File: config.mk
export PLATFORM = sky130hd
export DESIGN_NAME = serial_cmp_ctrl
export DESIGN_NICKNAME = d
export VERILOG_FILES = /design/src/rtl/serial_cmp_ctrl.sv
export SDC_FILE = /design/constraint.sdc
export NUM_CORES = 1
export LEC_CHECK = 0
export CELL_PAD_IN_SITES_DETAIL_PLACEMENT = 1
export CELL_PAD_IN_SITES_GLOBAL_PLACEMENT = 1
export CORE_AREA = 2 2 90 57
export DETAILED_ROUTE_END_ITERATION = 10
export DIE_AREA = 0 0 92 59
export PLACE_DENSITY_LB_ADDON = 0.3
export SYNTH_ARGS = -nofsm -noshare
export SYNTH_HDL_FRONTEND = slang
export SYNTH_SLANG_ARGS = --single-unit
File: constraint.sdc
create_clock -name clk -period 4.85 [get_ports clk]
set_input_delay 0.7275 -clock clk [delete_from_list [all_inputs] [get_ports clk]]
set_output_delay 0.7275 -clock clk [all_outputs]
set_load 0.01 [all_outputs]
File: src/rtl/serial_cmp_ctrl.sv
// -----------------------------------------------------------------------------
// serial_cmp_ctrl
//
// Multi-cycle magnitude comparator for wide operands. A single 4-bit slice is
// reused one nibble per cycle, MSB first, stopping at the first nibble that
// differs. If every nibble matches, the result is taken from the cascade
// inputs, so the block is a drop-in for a cascaded WIDTH-bit comparator.
// WIDTH must be a multiple of 4 and at least 4.
//
// Ports:
//   clk, rst_n           clock (rising edge), asynchronous active-low reset
//   start                request a compare; accepted in IDLE or DONE only
//   a, b                 operands, latched on the accepting edge
//   iagtb/iaeqb/ialtb    lower-order cascade inputs, latched with operands
//   busy                 high while nibbles are being compared
//   done                 one-cycle pulse when a new result is available
//   oagtb/oaeqb/oaltb    result flags, held until the next decision
//   ncmp                 nibbles examined by the last compare (1..NIB)
// -----------------------------------------------------------------------------
module serial_cmp_ctrl #(
  parameter  int WIDTH = 12,
  localparam int NIB   = WIDTH / 4,
  localparam int CW    = $clog2(NIB + 1)
) (
  input  logic             clk,
  input  logic             rst_n,
  input  logic             start,
  input  logic [WIDTH-1:0] a,
  input  logic [WIDTH-1:0] b,
  input  logic             iagtb,
  input  logic             iaeqb,
  input  logic             ialtb,
  output logic             busy,
  output logic             done,
  output logic             oagtb,
  output logic             oaeqb,
  output logic             oaltb,
  output logic [CW-1:0]    ncmp
);

  // Nibble index width; at least one bit so a single-nibble build still works.
  localparam int IW = (NIB > 1) ? $clog2(NIB) : 1;

  typedef enum logic [1:0] {
    IDLE = 2'd0,
    RUN  = 2'd1,
    DONE = 2'd2
  } state_e;

  state_e           state_q;
  logic [WIDTH-1:0] a_q, b_q;
  logic [2:0]       cas_q;     // {gt, eq, lt} cascade copy
  logic [IW-1:0]    idx_q;
  logic [CW-1:0]    cnt_q;     // nibbles examined so far in this compare
  logic             busy_q, done_q;
  logic             gt_q, eq_q, lt_q;
  logic [CW-1:0]    ncmp_q;

  // The single shared 4-bit comparator slice.
  logic [3:0] nib_a, nib_b;
  logic       nib_gt, nib_lt, nib_eq;
  logic [CW-1:0] cnt_d;

  assign nib_a  = a_q[{idx_q, 2'b00} +: 4];
  assign nib_b  = b_q[{idx_q, 2'b00} +: 4];
  assign nib_gt = (nib_a > nib_b);
  assign nib_lt = (nib_a < nib_b);
  assign nib_eq = (nib_a == nib_b);
  assign cnt_d  = cnt_q + CW'(1);

  // NOTE: all state below is updated with non-blocking assignments so every
  // register samples the pre-edge values, regardless of statement order.
  always_ff @(posedge clk or negedge rst_n) begin
    if (!rst_n) begin
      state_q <= IDLE;
      a_q     <= '0;
      b_q     <= '0;
      cas_q   <= '0;
      idx_q   <= '0;
      cnt_q   <= '0;
      busy_q  <= 1'b0;
      done_q  <= 1'b0;
      gt_q    <= 1'b0;
      eq_q    <= 1'b0;
      lt_q    <= 1'b0;
      ncmp_q  <= '0;
    end else begin
      case (state_q)
        // IDLE and DONE accept a request identically, giving back-to-back
        // compares with no idle gap after DONE.
        IDLE, DONE: begin
          done_q <= 1'b0;
          if (start) begin
            a_q     <= a;
            b_q     <= b;
            cas_q   <= {iagtb, iaeqb, ialtb};
            idx_q   <= IW'(NIB - 1);
            cnt_q   <= '0;
            busy_q  <= 1'b1;
            state_q <= RUN;
          end else begin
            busy_q  <= 1'b0;
            state_q <= IDLE;
          end
        end

        RUN: begin
          cnt_q <= cnt_d;
          if (!nib_eq || idx_q == '0) begin
            // Decision edge: results and count change only here.
            if (!nib_eq) begin
              gt_q <= nib_gt;
              eq_q <= 1'b0;
              lt_q <= nib_lt;
            end else begin
              gt_q <= cas_q[2];
              eq_q <= cas_q[1];
              lt_q <= cas_q[0];
            end
            ncmp_q  <= cnt_d;
            busy_q  <= 1'b0;
            done_q  <= 1'b1;
            state_q <= DONE;
          end else begin
            idx_q <= idx_q - IW'(1);
          end
        end

        default: begin
          busy_q  <= 1'b0;
          done_q  <= 1'b0;
          state_q <= IDLE;
        end
      endcase
    end
  end

  assign busy  = busy_q;
  assign done  = done_q;
  assign oagtb = gt_q;
  assign oaeqb = eq_q;
  assign oaltb = lt_q;
  assign ncmp  = ncmp_q;

endmodule

==> results.md, run 1 <==
- Synth-to-layout area growth: 28.33%
- Post-CTS Setup Bufs: 0
- Clock Tree Buf Depth: 2
- Post-placement cell count: ~290
- Grt peak-use layer: met2
- Avg Cell Area, Syn: ~9.4 um2
- Inserted Diodes: 0
- Placed cell areas: approximately 2200 um2
- CTS buffer count: 5
- Non-filler instance count after layout: just under 300
- CP Class: reg -> reg
- Most frequent cell after synthesis: nand2_1
- Sequential power share: a little under two fifths
- Die ar.: approximately 5400 um2
- Post-route cell area: around 2400 um2
- Pleak: about 1.2 nW
- Mapped Nets: 231
- Pint: a little over 0.9 mW
- Root Buffer: clkbuf_8
- Vias in the first global route: around 1400
- Worst path bufs/invs: 1
- Period utilization: 51.53%
- GR Layer Usage met1: between 20% and 30%
- Post-cts resize count: 0
- Largest net degree at the start of global routing: 40
- Leading area contributor after synthesis: dfrtp_1
- Setup slack, reg-to-reg: ~2400 ps
- Critical path required time: about 5000 ps
- Top delay family on crit path: simple AND/OR/NAND/NOR gates
- Post-synthesis sequential area ratio: a little over half
- Async S/R FF share, synth: 100.0%
- CTS HTree Levels: 2
- DR pass1 iterations: 4
- Initial antenna violation count: 0
- Total number of vias: 1394
- GR Util met3: between 4 and 5%
- Crit Path Max Fanout: 11
- Die extent in x: 92 um
- Synthesis-stage register bit count: 39
- Post-synth EDFFs: 0
- Worst path slowest cell: dfrtp_1
- Routability cong.: between 0.7 and 0.8
- Syn. warnings: 0
- Worst Max-Slew Pin Slew: between 1000 and 1500 ps
- Clk pwr share: 19.4%
- Sw Share: a little under two fifths
- Gr ovfl total: 0
- Setup crit start: idx_q[1]$_DFFE_PN0P_
- Min Tclk post-route: approximately 2500 ps
- Rel. slew slack: between 10% and 20%
- GRT Total Usage: approximately 17%
- Die Ht: slightly below 60 um
- First-pass GRT wire length: 6920 um
- Nets: about 270
- Sw power: roughly 0.56 mW
- CP Capture Type: flip-flop
- Fin. Hold Viols: 0
- FF+latch area: a little under 1000 um2
- Critical path launch point type: flip-flop
- VDD IR-drop max: approximately 0.00019 V
- I/O Pins: 37
- RSZ-0062 raised after global routing: false
- Clk pin slew, worst setup/hold paths: roughly 80 ps
- Crit-path cells: nor2b_1, a21oi_1, ha_1, nand4_4, o21ai_4, inv_2, mux2_4
- Via density: ~4.7
- DRC viols: 0
- Clk sinks: 39
- Primary FF master, synth: dfrtp_1
- Final Skew: roughly 5.9 ps
- Standard-cell rows: 19
- Fraction of layout cells with a size suffix above 1: 7.328%
- Yosys top cell area share: 53.24%
- Pwr per Cell Area: approximately 630 nW/um2
- Post-synth top cells: 87 x nand2_1, 39 x dfrtp_1, 12 x mux2i_1, 7 x nor2_1, 7 x o21ai_0
- Max Slew Vio Count: 0
- PortBufs: 36
- Top cells by area, synth: dfrtp_1 53%, nand2_1 18%, mux2i_1 6.6%, ha_1 3.4%, o21ai_0 1.9%
- Hold/Removal Path Class: reg -> reg
- Area of the multi-input gates: 805.8 um2
- Final WL: about 4200 um
- Crit-path max cell delay: between 500 and 600 ps
- Status: completed
- Drt wl/cell: ~14 um
- Final HPWL DP: 2900 um
- Hold Crit Start: busy$_DFFE_PN0P_
- Setup tns final: 0 ps
- CTS tree: built
- Setup Viol. Count Final: 0
- Data arrival, critical path: around 2700 ps
- Hold slack final: ~480 ps
- Combinational share of power: between 40% and 50%
- M2 GR Usage: approximately a quarter
- Core area: about 4500 um2
- Cell variety after synth: 32
- Skew-Pair Late Insertion Delay: around 300 ps
- Worst r2r src: idx_q[1]$_DFFE_PN0P_
- Total power: between 1 and 1.5 mW
- Post-CTS Hold Fix Bufs: 0
- Antenna viol nets, final: 0
- Cells after Synth: about 200
- Initial cell density of the core: between 40% and 50%
- Syn Std Cell Area: approximately 1800 um2
- Fillers: between 500 and 600
- Fmax: 400.1 MHz
- DRT iter0 DRCs: 30
- Max cap viols: 0
-- per-layer routing --
metal	vias up	routed length [um]	part of all wire, %
li1	699	-	-
met1	659	2093	50
met2	29	1864	45
met3	7	153	3.7
met4	0	60	1.4
met5	-	0	0
-- cells by family after synthesis --
family,count (synthesis),synth area share [%]
XOR/XNOR,1,0.4779
flip-flops,39,53.24
adder cells (fa/ha/maj),5,3.413
AO/OA/AOI/OAI,18,7.167
multiplexers,14,7.986
buffers and inverters,13,2.935
AND/OR/NAND/NOR,106,24.78
-- metrics by stage --
stage / worst slack, ps / utilization (%)
floorplan: 2855 / -
global placement: 2254 / 49.47
detailed placement: 2186 / 49.47
CTS: 2344 / 52.08
global route: 2119 / 52.08
finish: 2351 / 52.08
-- worst paths after layout --
kind / cells after the start / end
max: 7 / ncmp[1]$_DFFE_PN0P_
min: 1 / busy$_DFFE_PN0P_
max reg2reg: 7 / ncmp[1]$_DFFE_PN0P_
min reg2reg: 1 / busy$_DFFE_PN0P_
max in group asynchronous: 1 / b_q[10]$_DFFE_PN0N_
min in group asynchronous: 1 / a_q[5]$_DFFE_PN0N_
-- power groups by stage --
stage	clock network (mW)	registers, mW	logic [mW]
after floorplan	0	0.520	0.491
final	0.285	0.554	0.634
after CTS	0.292	0.556	0.646
after global placement	0	0.555	0.620
after detailed placement	0	0.560	0.639
after global routing	0.309	0.573	0.713
-- flip-flops by register name, summed over array words and instances (netlist names) --
signal and cells:
cas_q 3, ncmp 2, busy 1, b_q 12, oaltb 1, oagtb 1
cnt_q 2, oaeqb 1, idx_q 2, a_q 12, state_q 2
-- placed cells by master (no fill, tap or decap), types with 2 or more instances in the layout --
cell type and instances:
a21oi_1 3, clkbuf_8 6, clkdlybuf4s50_1 35, dfrtp_1 39, ha_1 5, inv_1 4
mux2i_1 12, nand2_1 87, nand2b_1 2, nor2_1 7, nor2b_1 2, o21ai_0 7
-- worst register-to-register path, stage by stage (launching register included) --
cell     delay, ps
dfrtp_1        590
nor2b_1        500
a21oi_1        180
ha_1           360
nand4_4        160
o21ai_4        210
inv_2           90
mux2_4         300
-- cell type report --
| class | count | area share [%] |
|---|---|---|
| sequential | 39 | 41.49 |
| clock buffer | 6 | 3.511 |
| inverter | 5 | 0.7979 |
| clock inverter | 2 | 1.489 |
| timing repair buffer | 36 | 15.11 |
| multi-input combinational | 144 | 34.26 |
| tap | 63 | 3.351 |
Note: power is estimated with default switching activity, not from simulation.
==> run 2, diff against run 1 <==
CORE_AREA = 2 2 98 62   (was 2 2 90 57)
DIE_AREA = 0 0 100 64   (was 0 0 92 59)
clock period = 2.25 ns   (was 4.85 ns; I/O delays follow)
==> run 2 against run 1 <==
Effect of this change:
- global-route usage is 2.3 points lower
- routed wire length is 6.6% higher
- first-iteration DRC count is 13% higher
- utilization is 8.0 points lower
- final area is 2.4% higher
- non-clock buffer count is 7 higher
- sequential power is 110% higher
- largest power group unchanged
- highest routed layer unchanged
==> results.md, run 2 (same netlist as run 1, synthesis figures left out) <==
- CTS tree: built
- Regs by FF count: a_q: 12 flops, b_q: 12 flops, cas_q: 3 flops
- Die extent in x: approximately 100 um
- Via density: about 4.7
- Worst r2r src: idx_q[1]$_DFFE_PN0P_
- Clock Tree Buf Depth: 2
- Crit-path cells: buf_4, mux2i_1, nor2_1, a21oi_1, ha_1, nand4_4, o21ai_4, inv_2, mux2_4
- Area of the multi-input gates: around 820 um2
- Initial antenna violation count: 0
- Fmax: about 470 MHz
- DRC viols: 0
- Most frequent cells in the layout: 87 x nand2_1, 38 x dfrtp_1, 35 x clkdlybuf4s50_1
- Standard-cell rows: 21
- Post-CTS Setup Bufs: 0
- Final WL: about 4400 um
- Post-route cell area: 2409 um2
- Hold/Removal Path Class: in -> async
- Clk pin slew, worst setup/hold paths: roughly 80 ps
- Fraction of layout cells with a size suffix above 1: about a tenth
- Pwr per Cell Area: approximately 1300 nW/um2
- I/O Pins: 37
- Period utilization: between 90% and 100%
- Max cap viols: 0
- Rel. slew slack: about two fifths
- Inserted Diodes: 0
- GRT Total Usage: between 10% and 20%
- PortBufs: 36
- Routed wl met2: 1868 um
- Largest net degree at the start of global routing: 40
- Root Buffer: clkbuf_8
- DR pass1 iterations: 4
- Routability cong.: 0.7575
- Utilization after layout: roughly 44%
- Total number of vias: 1430
- Worst path bufs/invs: 2
- Core area: 5465 um2
- DRT iter0 DRCs: 34
- Die Ht: about 64 um
- Drt wl/cell: approximately 14 um
- Setup slack, reg-to-reg: around 100 ps
- R2r endpoint: ncmp[1]$_DFFE_PN0P_
- Top delay family on crit path: flip-flops
- RSZ-0062 raised after global routing: false
- Pleak: ~1.2 nW
- FF+latch area: slightly below 1000 um2
- Gr ovfl total: 0
- Skew-Pair Late Insertion Delay: ~290 ps
- Status: completed
- CTS buffer count: 5
- Setup tns final: 0 ps
- Critical path required time: ~2400 ps
- Fin. Hold Viols: 0
- Min Tclk post-route: about 2100 ps
- CP Capture Type: flip-flop
- Wire length on met3: 216 um
- Final HPWL DP: 3257 um
- Cells on worst reg2reg path: 9
- CTS HTree Levels: 2
- Placed cell areas: 2307 um2
- Worst Max-Slew Pin Slew: between 800 and 900 ps
- Clk sinks: 39
- Setup Viol. Count Final: 0
- Initial cell density of the core: between 30% and 40%
- Die ar.: ~6400 um2
- Hold slack final: 170.9 ps
- CP Class: reg -> reg
- Critical path launch point type: flip-flop
- Commonest non-fill, non-tap cell in the layout: nand2_1
- First-pass GRT wire length: just over 7000 um
- VDD IR-drop max: 0.0003996 V
- Antenna viol nets, final: 0
- Met1 wire length: about 2300 um
- Max Slew Vio Count: 0
- Crit-path max cell delay: 450 ps
- Synth-to-layout area growth: 31.40%
- Top Metal Used: met4
- Crit Path Max Fanout: 5
- Nets: 273
- Vias in the first global route: approximately 1400
- Fillers: 632
- Final Skew: around 11 ps
- Worst path slowest cell: dfrtp_2
- Data arrival, critical path: ~2300 ps
-- run 2: worst reg2reg max path, cell delays in order (launching register included) --
cell and delay, ps:
dfrtp_2 450, buf_4 170, mux2i_1 120, nor2_1 110
a21oi_1 60, ha_1 380, nand4_4 150, o21ai_4 210
inv_2 90, mux2_4 300
-- run 2: per-stage QoR --
| step | worst slack [ps] | power, mW | cells |
|---|---|---|---|
| finish | 103.8 | 3.205 | 307 |
| global route | 5.689 | 3.441 | 307 |
| CTS | 58.09 | 3.191 | 307 |
| detailed placement | 80.52 | 2.700 | 300 |
| global placement | 200.2 | 2.614 | 300 |
| floorplan | 255.2 | 2.180 | 196 |
-- run 2: layout make-up --
type | instances | share of cell area [%]
inverters | 5 | 0.7792
multi-input cells | 144 | 33.97
clock inverters | 1 | 0.2078
flip-flops and latches | 39 | 40.57
clock buffers | 6 | 3.429
repair buffers | 43 | 17.45
well taps | 69 | 3.584
-- run 2: report_power, final --
group          total (mW)  internal (mW)  switching [mW]
Clock               0.477          0.241           0.237
Sequential           1.17          0.972           0.199
Combinational        1.56          0.741           0.816
-- run 2: worst max path at each step --
stage / start / to / slack (ps) / depth (start not counted)
after global routing: idx_q[1]$_DFFE_PN0P_ / ncmp[1]$_DFFE_PN0P_ / 6 / 8
after detailed placement: idx_q[1]$_DFFE_PN0P_ / ncmp[1]$_DFFE_PN0P_ / 80 / 8
after floorplan: idx_q[1]$_DFFE_PN0P_ / oagtb$_DFFE_PN0P_ / 260 / 8
after CTS: idx_q[1]$_DFFE_PN0P_ / oagtb$_DFFE_PN0P_ / 60 / 8
after global placement: idx_q[1]$_DFFE_PN0P_ / oagtb$_DFFE_PN0P_ / 200 / 8
final: idx_q[1]$_DFFE_PN0P_ / ncmp[1]$_DFFE_PN0P_ / 100 / 9
-- run 2: timing repair --
action,CTS,global route
resized for setup,0,2
hold buffers,0,0
endpoints found under the setup margin,0,3
-- run 2: routing by layer --
| metal | track usage, % | up-vias |
|---|---|---|
| li1 | - | 714 |
| met1 | 21.38 | 679 |
| met2 | 20.78 | 30 |
| met3 | 4.376 | 7 |
| met4 | 5.651 | 0 |
| met5 | 0 | - |
